File: src/rtl/miss_refill_ctrl.sv
// ---------------------------------------------------------------------------
// miss_refill_ctrl
//
// Miss handler for a 2-way, 4-word-block data cache.  On a miss it writes the
// LRU victim block back to memory (if valid) over a word-serial req/ack port,
// then reads the requested block and hands it to the cache as a one-cycle
// fill pulse.  The pipeline is stalled for the whole transaction, including
// the miss cycle itself.
//
// Build option:
//   CRITICAL_WORD_FIRST_EN  - when defined, read beats start at the missing
//                             word offset and wrap (off, off+1, off+2, off+3).
//                             Write-back order and fill word placement are
//                             unaffected.  Undefined: reads go 0,1,2,3.
//
// Ports:
//   clk, reset                 clock, asynchronous active-high reset
//   miss_req                   miss this cycle (only looked at in IDLE)
//   req_tag/req_set/req_offset missing address fields
//   victim_valid/_tag/_data    LRU way contents for req_set
//   stall                      pipeline freeze (combinational)
//   fill_valid/_data/_tag      one-cycle block return to the cache
//   mem_req/_we/_addr/_wdata   registered memory beat request
//   mem_rdata/mem_ack          memory read data / beat completion
// ---------------------------------------------------------------------------
module miss_refill_ctrl #(
    parameter int TAG_W = 18,
    parameter int SET_W = 10
) (
    input  logic             clk,
    input  logic             reset,
    input  logic             miss_req,
    input  logic [TAG_W-1:0] req_tag,
    input  logic [SET_W-1:0] req_set,
    input  logic [1:0]       req_offset,
    input  logic             victim_valid,
    input  logic [TAG_W-1:0] victim_tag,
    input  logic [127:0]     victim_data,
    output logic             stall,
    output logic             fill_valid,
    output logic [127:0]     fill_data,
    output logic [TAG_W-1:0] fill_tag,
    output logic             mem_req,
    output logic             mem_we,
    output logic [31:0]      mem_addr,
    output logic [31:0]      mem_wdata,
    input  logic [31:0]      mem_rdata,
    input  logic             mem_ack
);

    typedef enum logic [1:0] {
        ST_IDLE = 2'b00,
        ST_WB   = 2'b01,
        ST_RD   = 2'b10,
        ST_FILL = 2'b11
    } state_t;

    // The captured offset only steers the read order when critical-word-first
    // is built in; otherwise it is masked to zero.
`ifdef CRITICAL_WORD_FIRST_EN
    localparam logic [1:0] CWF_MASK = 2'b11;
`else
    localparam logic [1:0] CWF_MASK = 2'b00;
`endif

    state_t             state_q, state_d;
    logic [1:0]         beat_q, beat_d;
    logic [TAG_W-1:0]   tag_q, tag_d;
    logic [SET_W-1:0]   set_q, set_d;
    logic [1:0]         off_q, off_d;
    logic [TAG_W-1:0]   vtag_q, vtag_d;
    logic [127:0]       vdata_q, vdata_d;
    logic [127:0]       data_q, data_d;
    logic               fill_valid_q, fill_valid_d;
    logic               mem_req_q, mem_req_d;
    logic               mem_we_q, mem_we_d;
    logic [31:0]        mem_addr_q, mem_addr_d;
    logic [31:0]        mem_wdata_q, mem_wdata_d;

    logic               beat_fire_s;
    logic [1:0]         beat_nxt_s;
    logic [1:0]         rd_idx_s;
    logic [1:0]         rd_nxt_idx_s;

    assign beat_fire_s  = mem_req_q & mem_ack;
    assign beat_nxt_s   = beat_q + 2'd1;
    // Absolute word index of the current / next read beat.
    assign rd_idx_s     = beat_q + (off_q & CWF_MASK);
    assign rd_nxt_idx_s = beat_nxt_s + (off_q & CWF_MASK);

    // Pipeline freezes in the miss cycle itself and for every non-IDLE cycle.
    assign stall      = (state_q != ST_IDLE) | ((state_q == ST_IDLE) & miss_req);
    assign fill_valid = fill_valid_q;
    assign fill_data  = data_q;
    assign fill_tag   = tag_q;
    assign mem_req    = mem_req_q;
    assign mem_we     = mem_we_q;
    assign mem_addr   = mem_addr_q;
    assign mem_wdata  = mem_wdata_q;

    // Next-state, next-beat and next memory-request computation.
    // Memory request fields are computed one cycle ahead so they are
    // registered and already correct in the first cycle of each beat.
    always_comb begin
        state_d      = state_q;
        beat_d       = beat_q;
        tag_d        = tag_q;
        set_d        = set_q;
        off_d        = off_q;
        vtag_d       = vtag_q;
        vdata_d      = vdata_q;
        data_d       = data_q;
        fill_valid_d = 1'b0;
        mem_req_d    = mem_req_q;
        mem_we_d     = mem_we_q;
        mem_addr_d   = mem_addr_q;
        mem_wdata_d  = mem_wdata_q;

        case (state_q)
            ST_IDLE: begin
                if (miss_req) begin
                    tag_d     = req_tag;
                    set_d     = req_set;
                    off_d     = req_offset;
                    vtag_d    = victim_tag;
                    vdata_d   = victim_data;
                    beat_d    = 2'd0;
                    mem_req_d = 1'b1;
                    if (victim_valid) begin
                        state_d     = ST_WB;
                        mem_we_d    = 1'b1;
                        mem_addr_d  = {victim_tag, req_set, 2'b00, 2'b00};
                        mem_wdata_d = victim_data[31:0];
                    end else begin
                        state_d    = ST_RD;
                        mem_we_d   = 1'b0;
                        mem_addr_d = {req_tag, req_set, (req_offset & CWF_MASK), 2'b00};
                    end
                end else begin
                    mem_req_d = 1'b0;
                end
            end

            ST_WB: begin
                if (beat_fire_s) begin
                    if (beat_q == 2'd3) begin
                        state_d    = ST_RD;
                        beat_d     = 2'd0;
                        mem_we_d   = 1'b0;
                        mem_addr_d = {tag_q, set_q, (off_q & CWF_MASK), 2'b00};
                    end else begin
                        beat_d      = beat_nxt_s;
                        mem_addr_d  = {vtag_q, set_q, beat_nxt_s, 2'b00};
                        mem_wdata_d = vdata_q[{beat_nxt_s, 5'b00000} +: 32];
                    end
                end else begin
                    beat_d = beat_q;
                end
            end

            ST_RD: begin
                if (beat_fire_s) begin
                    // Words land at their absolute position regardless of order.
                    data_d[{rd_idx_s, 5'b00000} +: 32] = mem_rdata;
                    if (beat_q == 2'd3) begin
                        state_d      = ST_FILL;
                        beat_d       = 2'd0;
                        mem_req_d    = 1'b0;
                        fill_valid_d = 1'b1;
                    end else begin
                        beat_d     = beat_nxt_s;
                        mem_addr_d = {tag_q, set_q, rd_nxt_idx_s, 2'b00};
                    end
                end else begin
                    beat_d = beat_q;
                end
            end

            ST_FILL: begin
                state_d   = ST_IDLE;
                mem_req_d = 1'b0;
            end

            default: begin
                state_d   = ST_IDLE;
                mem_req_d = 1'b0;
            end
        endcase
    end

    // State and datapath registers; reset aborts any transaction at once.
    always_ff @(posedge clk or posedge reset) begin
        if (reset) begin
            state_q      <= ST_IDLE;
            beat_q       <= 2'd0;
            tag_q        <= {TAG_W{1'b0}};
            set_q        <= {SET_W{1'b0}};
            off_q        <= 2'd0;
            vtag_q       <= {TAG_W{1'b0}};
            vdata_q      <= 128'd0;
            data_q       <= 128'd0;
            fill_valid_q <= 1'b0;
            mem_req_q    <= 1'b0;
            mem_we_q     <= 1'b0;
            mem_addr_q   <= 32'd0;
            mem_wdata_q  <= 32'd0;
        end else begin
            state_q      <= state_d;
            beat_q       <= beat_d;
            tag_q        <= tag_d;
            set_q        <= set_d;
            off_q        <= off_d;
            vtag_q       <= vtag_d;
            vdata_q      <= vdata_d;
            data_q       <= data_d;
            fill_valid_q <= fill_valid_d;
            mem_req_q    <= mem_req_d;
            mem_we_q     <= mem_we_d;
            mem_addr_q   <= mem_addr_d;
            mem_wdata_q  <= mem_wdata_d;
        end
    end

endmodule

File: config.mk
export PLATFORM = sky130hd
export DESIGN_NAME = miss_refill_ctrl
export DESIGN_NICKNAME = d
export VERILOG_FILES = /design/src/rtl/miss_refill_ctrl.sv
export SDC_FILE = /design/constraint.sdc
export NUM_CORES = 1
export LEC_CHECK = 0
export BUFFER_PORTS_ARGS = -buffer_cell sky130_fd_sc_hd__clkbuf_2
export CORE_MARGIN = 3
export CORE_UTILIZATION = 53
export DETAILED_ROUTE_END_ITERATION = 16
export GPL_TIMING_DRIVEN = 0
export HOLD_SLACK_MARGIN = 0.02
export MAX_ROUTING_LAYER = met4
export PLACE_DENSITY_LB_ADDON = 0.05
export SYNTH_ARGS = -nofsm -noshare
export SYNTH_HDL_FRONTEND = slang
export SYNTH_SLANG_ARGS = --single-unit
export TNS_END_PERCENT = 100
File: constraint.sdc
create_clock -name clk -period 11.92 [get_ports clk]
set_input_delay 0 -clock clk [delete_from_list [all_inputs] [get_ports clk]]
set_output_delay 0 -clock clk [all_outputs]
set_load 0.005 [all_outputs]
==> results_dict.tcl, run 1 <==
set metrics [dict create \
    drive_gt1_share_pct 41.3 \
    hold_viol_final 0 \
    synth-seq-cells 371 \
    hp-class "input pin to register" \
    row_count 63 \
    first_global_vias 14100 \
    fin_worst_skew_ps 16.0 \
    p_switching_uw 571 \
    setup_violations 0 \
    area_growth_syn_to_layout_pct 37.1 \
    io_buffers 422 \
    grt_antenna_before_repair 11 \
    grt_pass1_wl_um 79100 \
    grt_usage_pct 31.4 \
    p_leak_uw 0.0112 \
    sw_frac_of_total_pct 21.9 \
    syn_avg_cell_area_um2 12.9 \
    pwr-share-clk_pct 45.6 \
    coreArea_um2 30000 \
    fmax_mhz 282 \
    fin_cells 2358 \
    vias_per_cell 5.62 \
    critPathKind "register to register" \
    die_w_um 181 \
    drt_wl_total_um 50500 \
    p_int_uw 2040 \
    synth_top_area_share_pct 57.2 \
    grt_max_degree 128 \
    h-tree-depth 2 \
    relSlewSlack_pct 35.6 \
    end_kind "register" \
    drt_iter0_markers 847 \
    ys_types 47 \
    floorplan.initialDensity_pct 54.2 \
    critPathArrivalTime_ps 3970 \
    drcViolationCount 0 \
    ys_seq_area_share_pct 57.2 \
    rsz0062_at_grt "false" \
    cp.required_ps 12350 \
    ant_nets 0 \
    grt_overflow 0 \
    start_kind "register" \
    reg2reg_from "beat_q[0]" \
    ff_latch_area_um2 9280 \
    cts_root_buf "clkbuf_16" \
    num-fill-cells 2100 \
    dp_hpwl_um 34000 \
    yosysWarnings 0 \
    crit_start "beat_q[0]" \
    layout_common_cells "clkbuf_2 (422), dfrtp_1 (371), mux2_2 (267)" \
    p_comb_share_pct 5.8 \
    die_h_um 181 \
    gp_congestion 0.851 \
    final_common_cell "clkbuf_2" \
    die_area_um2 32800 \
    ctsResizeCount 0 \
    max-cap-violations 0 \
    cts.reportedPaths.clkPinSlew_ps 60 \
    maxSlewViolCount 0 \
    synth_area_leaders "dfrtp_1 (57%), mux2_2 (19%), mux4_2 (4.4%)" \
    worstHoldStart "victim_valid" \
    pin_count 427 \
    layout_min_cycle_time_ps 3540 \
    yosys_most_used_dff "dfrtp_1" \
    routed-via-count 13300 \
    vdd_drop_max_mv 0.104 \
    synth_edf_count 0 \
    synth_cells 1258 \
    numCtsBuffers 40 \
    synth_largest_area_cell "dfrtp_1" \
    ctsLongestPathBuffers 3 \
    syn_area_um2 16200 \
    utilization_pct 74.3 \
    final_nets 2160 \
    multi_input_area_um2 6510 \
    cts_sinks 371 \
    status "completed" \
    dr.pass1.iters 5 \
    cts_tree "done" \
    tightest_slew_ps 953 \
    worstSkewPairLatency_ps 530 \
    dp.cells 2073 \
    power_density_nw_per_um2 117 \
    seqPwrFrac_pct 48.6 \
    ys_async_sr_fraction_pct 100 \
    period_share_pct 29.7 \
    wl_per_cell_um 21.4 \
    crit_fanout 10 \
]
==> routing by layer <==
layer	part of all wire [%]	vias up	global-route usage, %
li1	-	5899	-
met1	39	6675	38.3
met2	50	546	52.5
met3	7.2	131	6.38
met4	3.8	0	11.2
met5	0	-	-
==> area by class of cell <==
cell class	instances	area share (%)
clock inverters	9	0.365
plain buffers	99	1.88
clock buffers	55	5.16
multi-input cells	780	29.2
inverters	9	0.185
well taps	390	2.19
diodes	12	0.135
repair buffers	633	19.1
flip-flops and latches	371	41.7
==> path summary, 6_finish.rpt <==
path / to / slack, ps / depth (start not counted)
worst max-delay path: fill_data[78] / 8380 / 9
worst min-delay path: mem_wdata[29] / 160 / 4
worst max register to register: fill_data[78] / 8380 / 9
worst min register to register: fill_data[75] / 480 / 2
max in group asynchronous: vdata_q[15] / 10540 / 4
min in group asynchronous: fill_data[2] / 200 / 3
==> cell families (layout without fill, tap and decap cells) <==
kind of cell    count (synthesis)  count (layout)  share of synthesized area, %
simple gates                  230             230                          6.01
buf+inv                       108             805                          2.79
compound gates                234             234                          9.95
flops                         371             371                          57.2
mux                           301             301                          23.1
fa+ha+maj                      13              13                          1.00
other cells                     1              14                        0.0231
==> worst max-delay path: stages (launching register included) <==
cell      delay (ps)
dfrtp_1          390
buf_2            210
clkbuf_1         520
inv_1            180
ha_1             430
buf_2            340
nor4b_2          640
clkbuf_1         460
nand2_1           90
o21ai_0          190
==> synth_stat cells, types with 2 or more instances <==
cell type	number
ha_1	13
nand4_1	4
o21ai_0	91
nor3b_1	2
inv_1	9
mux4_2	32
dfrtp_1	371
nor2b_1	20
nand2_1	189
o21ai_1	5
buf_6	2
nand2b_1	2
buf_1	3
a211oi_1	18
mux2i_1	2
nor2_1	5
a21boi_0	3
mux2_2	267
buf_4	2
buf_2	20
o31ai_1	38
a221oi_1	18
clkbuf_1	72
a22o_1	47
==> flip-flops by register name, summed over array words and instances, names as in the netlist <==
signal,flops
fill_data,128
vdata_q,128
mem_wdata,32
mem_addr,30
fill_tag,18
vtag_q,18
set_q,10
beat_q,2
state_q,2
fill_valid,1
mem_req,1
mem_we,1
==> per-stage QoR <==
stage	hold slack, ps	cell area, µm²	TNS [ps]	power [µW]	setup WS (ps)
floorplan	90.7	16200	0	1320	1620
CTS	148	22200	0	2620	8310
global placement	232	18800	-961120	1380	-2630
finish	164	22300	0	2610	8380
detailed placement	236	18900	0	1380	8360
global route	152	22300	0	2690	7940
==> power groups by stage <==
stage / Combinational (µW) / Clock (µW) / Sequential (µW)
3_5_place_dp: 91.8 / 0 / 1290
2_1_floorplan: 29.0 / 0 / 1290
5_1_grt: 163 / 1260 / 1270
3_3_place_gp: 88.5 / 0 / 1290
6_report: 150 / 1190 / 1270
4_1_cts: 149 / 1200 / 1270
==> timing repair <==
item	4_1_cts	5_1_grt
hold endpoints to repair	483	0
buffers inserted	0	0
hold buffers	209	0
No activity file was read; power rests on OpenSTA's default activity.
==> run 2, diff against run 1 <==
==> constraint.sdc (replaced) <==
create_clock -name clk -period 3.64 [get_ports clk]
set_input_delay 0 -clock clk [delete_from_list [all_inputs] [get_ports clk]]
set_output_delay 0 -clock clk [all_outputs]
set_load 0.005 [all_outputs]
==> run 2 against run 1 <==
Net effect: routed wire length grew 1.6%; sequential power rose to 3.3 times the previous value; setup slack worse by 7900 ps; largest cell class unchanged.
==> results_dict.tcl, run 2 (synthesis results as in run 1) <==
set metrics [dict create \
    status "completed" \
    grt_usage_pct 31.7 \
    numCtsBuffers 40 \
    start_kind "register" \
    h-tree-depth 2 \
    crit_slowest_cell "mux4_2" \
    relSlewSlack_pct 36.3 \
    end_kind "register" \
    max-cap-violations 0 \
    vias_per_cell 5.62 \
    cts.reportedPaths.clkPinSlew_ps 60 \
    routed-via-count 13300 \
    worstSkewPairLatency_ps 520 \
    die_area_um2 32800 \
    drcViolationCount 0 \
    die_h_um 181 \
    crit_start "beat_q[0]" \
    tightest_slew_ps 943 \
    drt_iter0_markers 774 \
    cp.required_ps 4040 \
    floorplan.initialDensity_pct 54.2 \
    reg2reg_from "beat_q[0]" \
    grt_pass1_wl_um 80000 \
    drive_gt1_share_pct 41.8 \
    cts_tree "done" \
    period_share_pct 86.8 \
    ctsLongestPathBuffers 3 \
    reg2regPathDepth 9 \
    dp_hpwl_um 35500 \
    critPathArrivalTime_ps 3560 \
    crit_fanout 10 \
    cts_sinks 371 \
    setup_tns_ps 0 \
    reg2reg_setup_slack_ps 480 \
    io_buffers 422 \
    timing.rr.end "mem_wdata[9]" \
    cts_root_buf "clkbuf_16" \
    power_density_nw_per_um2 384 \
    vdd_drop_max_mv 0.418 \
    cp_cell_sequence "buf_2 -> clkbuf_2 -> inv_1 -> ha_1 -> buf_6 -> buf_6 -> mux4_2 -> mux2_2 -> mux2_2" \
    hp-class "input pin to register" \
    critPathKind "register to register" \
    final_nets 2169 \
    fin_worst_skew_ps 14.5 \
    num-fill-cells 2048 \
    dp.cells 2081 \
    layout_min_cycle_time_ps 3160 \
    dr.pass1.iters 7 \
    gp_congestion 0.862 \
    max_stage_delay_ps 530 \
    layout_common_cells "clkbuf_2 (423), dfrtp_1 (371), mux2_2 (267)" \
    wl_per_cell_um 21.6 \
    row_count 63 \
    area_growth_syn_to_layout_pct 38.4 \
    setup_violations 0 \
    cts_setup_buffers 0 \
    drt_wl_total_um 51300 \
    grt_max_degree 43 \
    ant_nets 0 \
    grt_overflow 0 \
    fmax_mhz 317 \
    first_global_vias 14200 \
    hold_slack_ps 135 \
    coreArea_um2 30000 \
    rsz0062_at_grt "false" \
    hold_viol_final 0 \
    pin_count 427 \
    die_w_um 181 \
    critPathCapture "mem_wdata[9]" \
    maxSlewViolCount 0 \
    fin_cells 2374 \
    p_leak_uw 0.0113 \
    grt_antenna_before_repair 10 \
    final_common_cell "clkbuf_2" \
]
## run 2: changes by cell type in the layout (fill, tap and decap cells not counted), sizes merged
cell | previous run | this run
clkbuf | 549 | 552
clkinv | 5 | 11
dlygate4sd3 | 209 | 210
clkinvlp | 0 | 2
buf | 29 | 37
diode | 12 | 10
inv | 12 | 10
## run 2: area by class of cell
cell class                 instances  area, µm²  share of cell area (%)
sequential                       371       9280                    41.3
multi-input combinational        780       6520                    29.0
timing repair buffer             642       4410                    19.6
inverter                           9       37.5                   0.167
tap                              390        488                    2.17
antenna                           10       25.0                   0.111
clock buffer                      58       1180                    5.25
buffer                            99        420                    1.87
clock inverter                    15        110                   0.490
## run 2: what timing repair did
| action | CTS | global route |
|---|---|---|
| endpoints found under the hold margin | 536 | 0 |
| hold buffers | 210 | 0 |
| setup endpoints to repair | 0 | 30 |
| resized for setup | 0 | 3 |
## run 2: where the power goes
| group | leakage, µW | internal [µW] | total [µW] | switching [µW] |
|---|---|---|---|---|
| Sequential | 0.00513 | 4140 | 4150 | 10.3 |
| Combinational | 0.00551 | 280 | 514 | 234 |
| Clock | 0.000646 | 2330 | 3970 | 1640 |
| Total | 0.0113 | 6750 | 8630 | 1880 |
## run 2: critical path, delay by kind of cell, from the launching register on
kind,cells,cell delay (ps)
flip-flops,1,390
buffers and inverters,5,1130
multiplexers,3,1080
adder cells (fa/ha/maj),1,400
## run 2: routing by layer
metal / up-vias / GRT usage, % / wire (µm) / share of wire [%]
li1: 5927 / - / - / -
met1: 6725 / 38.7 / 20200 / 39
met2: 552 / 53.4 / 26000 / 51
met3: 139 / 5.58 / 3170 / 6.2
met4: 0 / 11.7 / 1950 / 3.8
met5: - / - / 0 / 0
## run 2: metrics by stage
| stage | setup WS (ps) | util (%) | cell area, µm² | power [µW] |
|---|---|---|---|---|
| after floorplan | -1340 | - | 16200 | 4320 |
| after global placement | -3640 | 62.9 | 18800 | 4520 |
| after detailed placement | 66.5 | 63.6 | 19000 | 4550 |
| after CTS | 27.7 | 74.9 | 22400 | 8690 |
| after global routing | 246 | 75.0 | 22500 | 8910 |
| final | 482 | 75.0 | 22500 | 8630 |
## run 2: worst min path at each step
| stage | from | to | slack, ps | depth (start not counted) |
|---|---|---|---|---|
| detailed placement | reset | fill_data[102] | -50 | 2 |
| global placement | victim_data[81] | vdata_q[81] | 230 | 2 |
| finish | victim_valid | mem_wdata[29] | 140 | 4 |
| CTS | victim_valid | mem_wdata[30] | 130 | 4 |
| global route | victim_valid | mem_wdata[30] | 190 | 4 |
| floorplan | miss_req | stall | 90 | 1 |
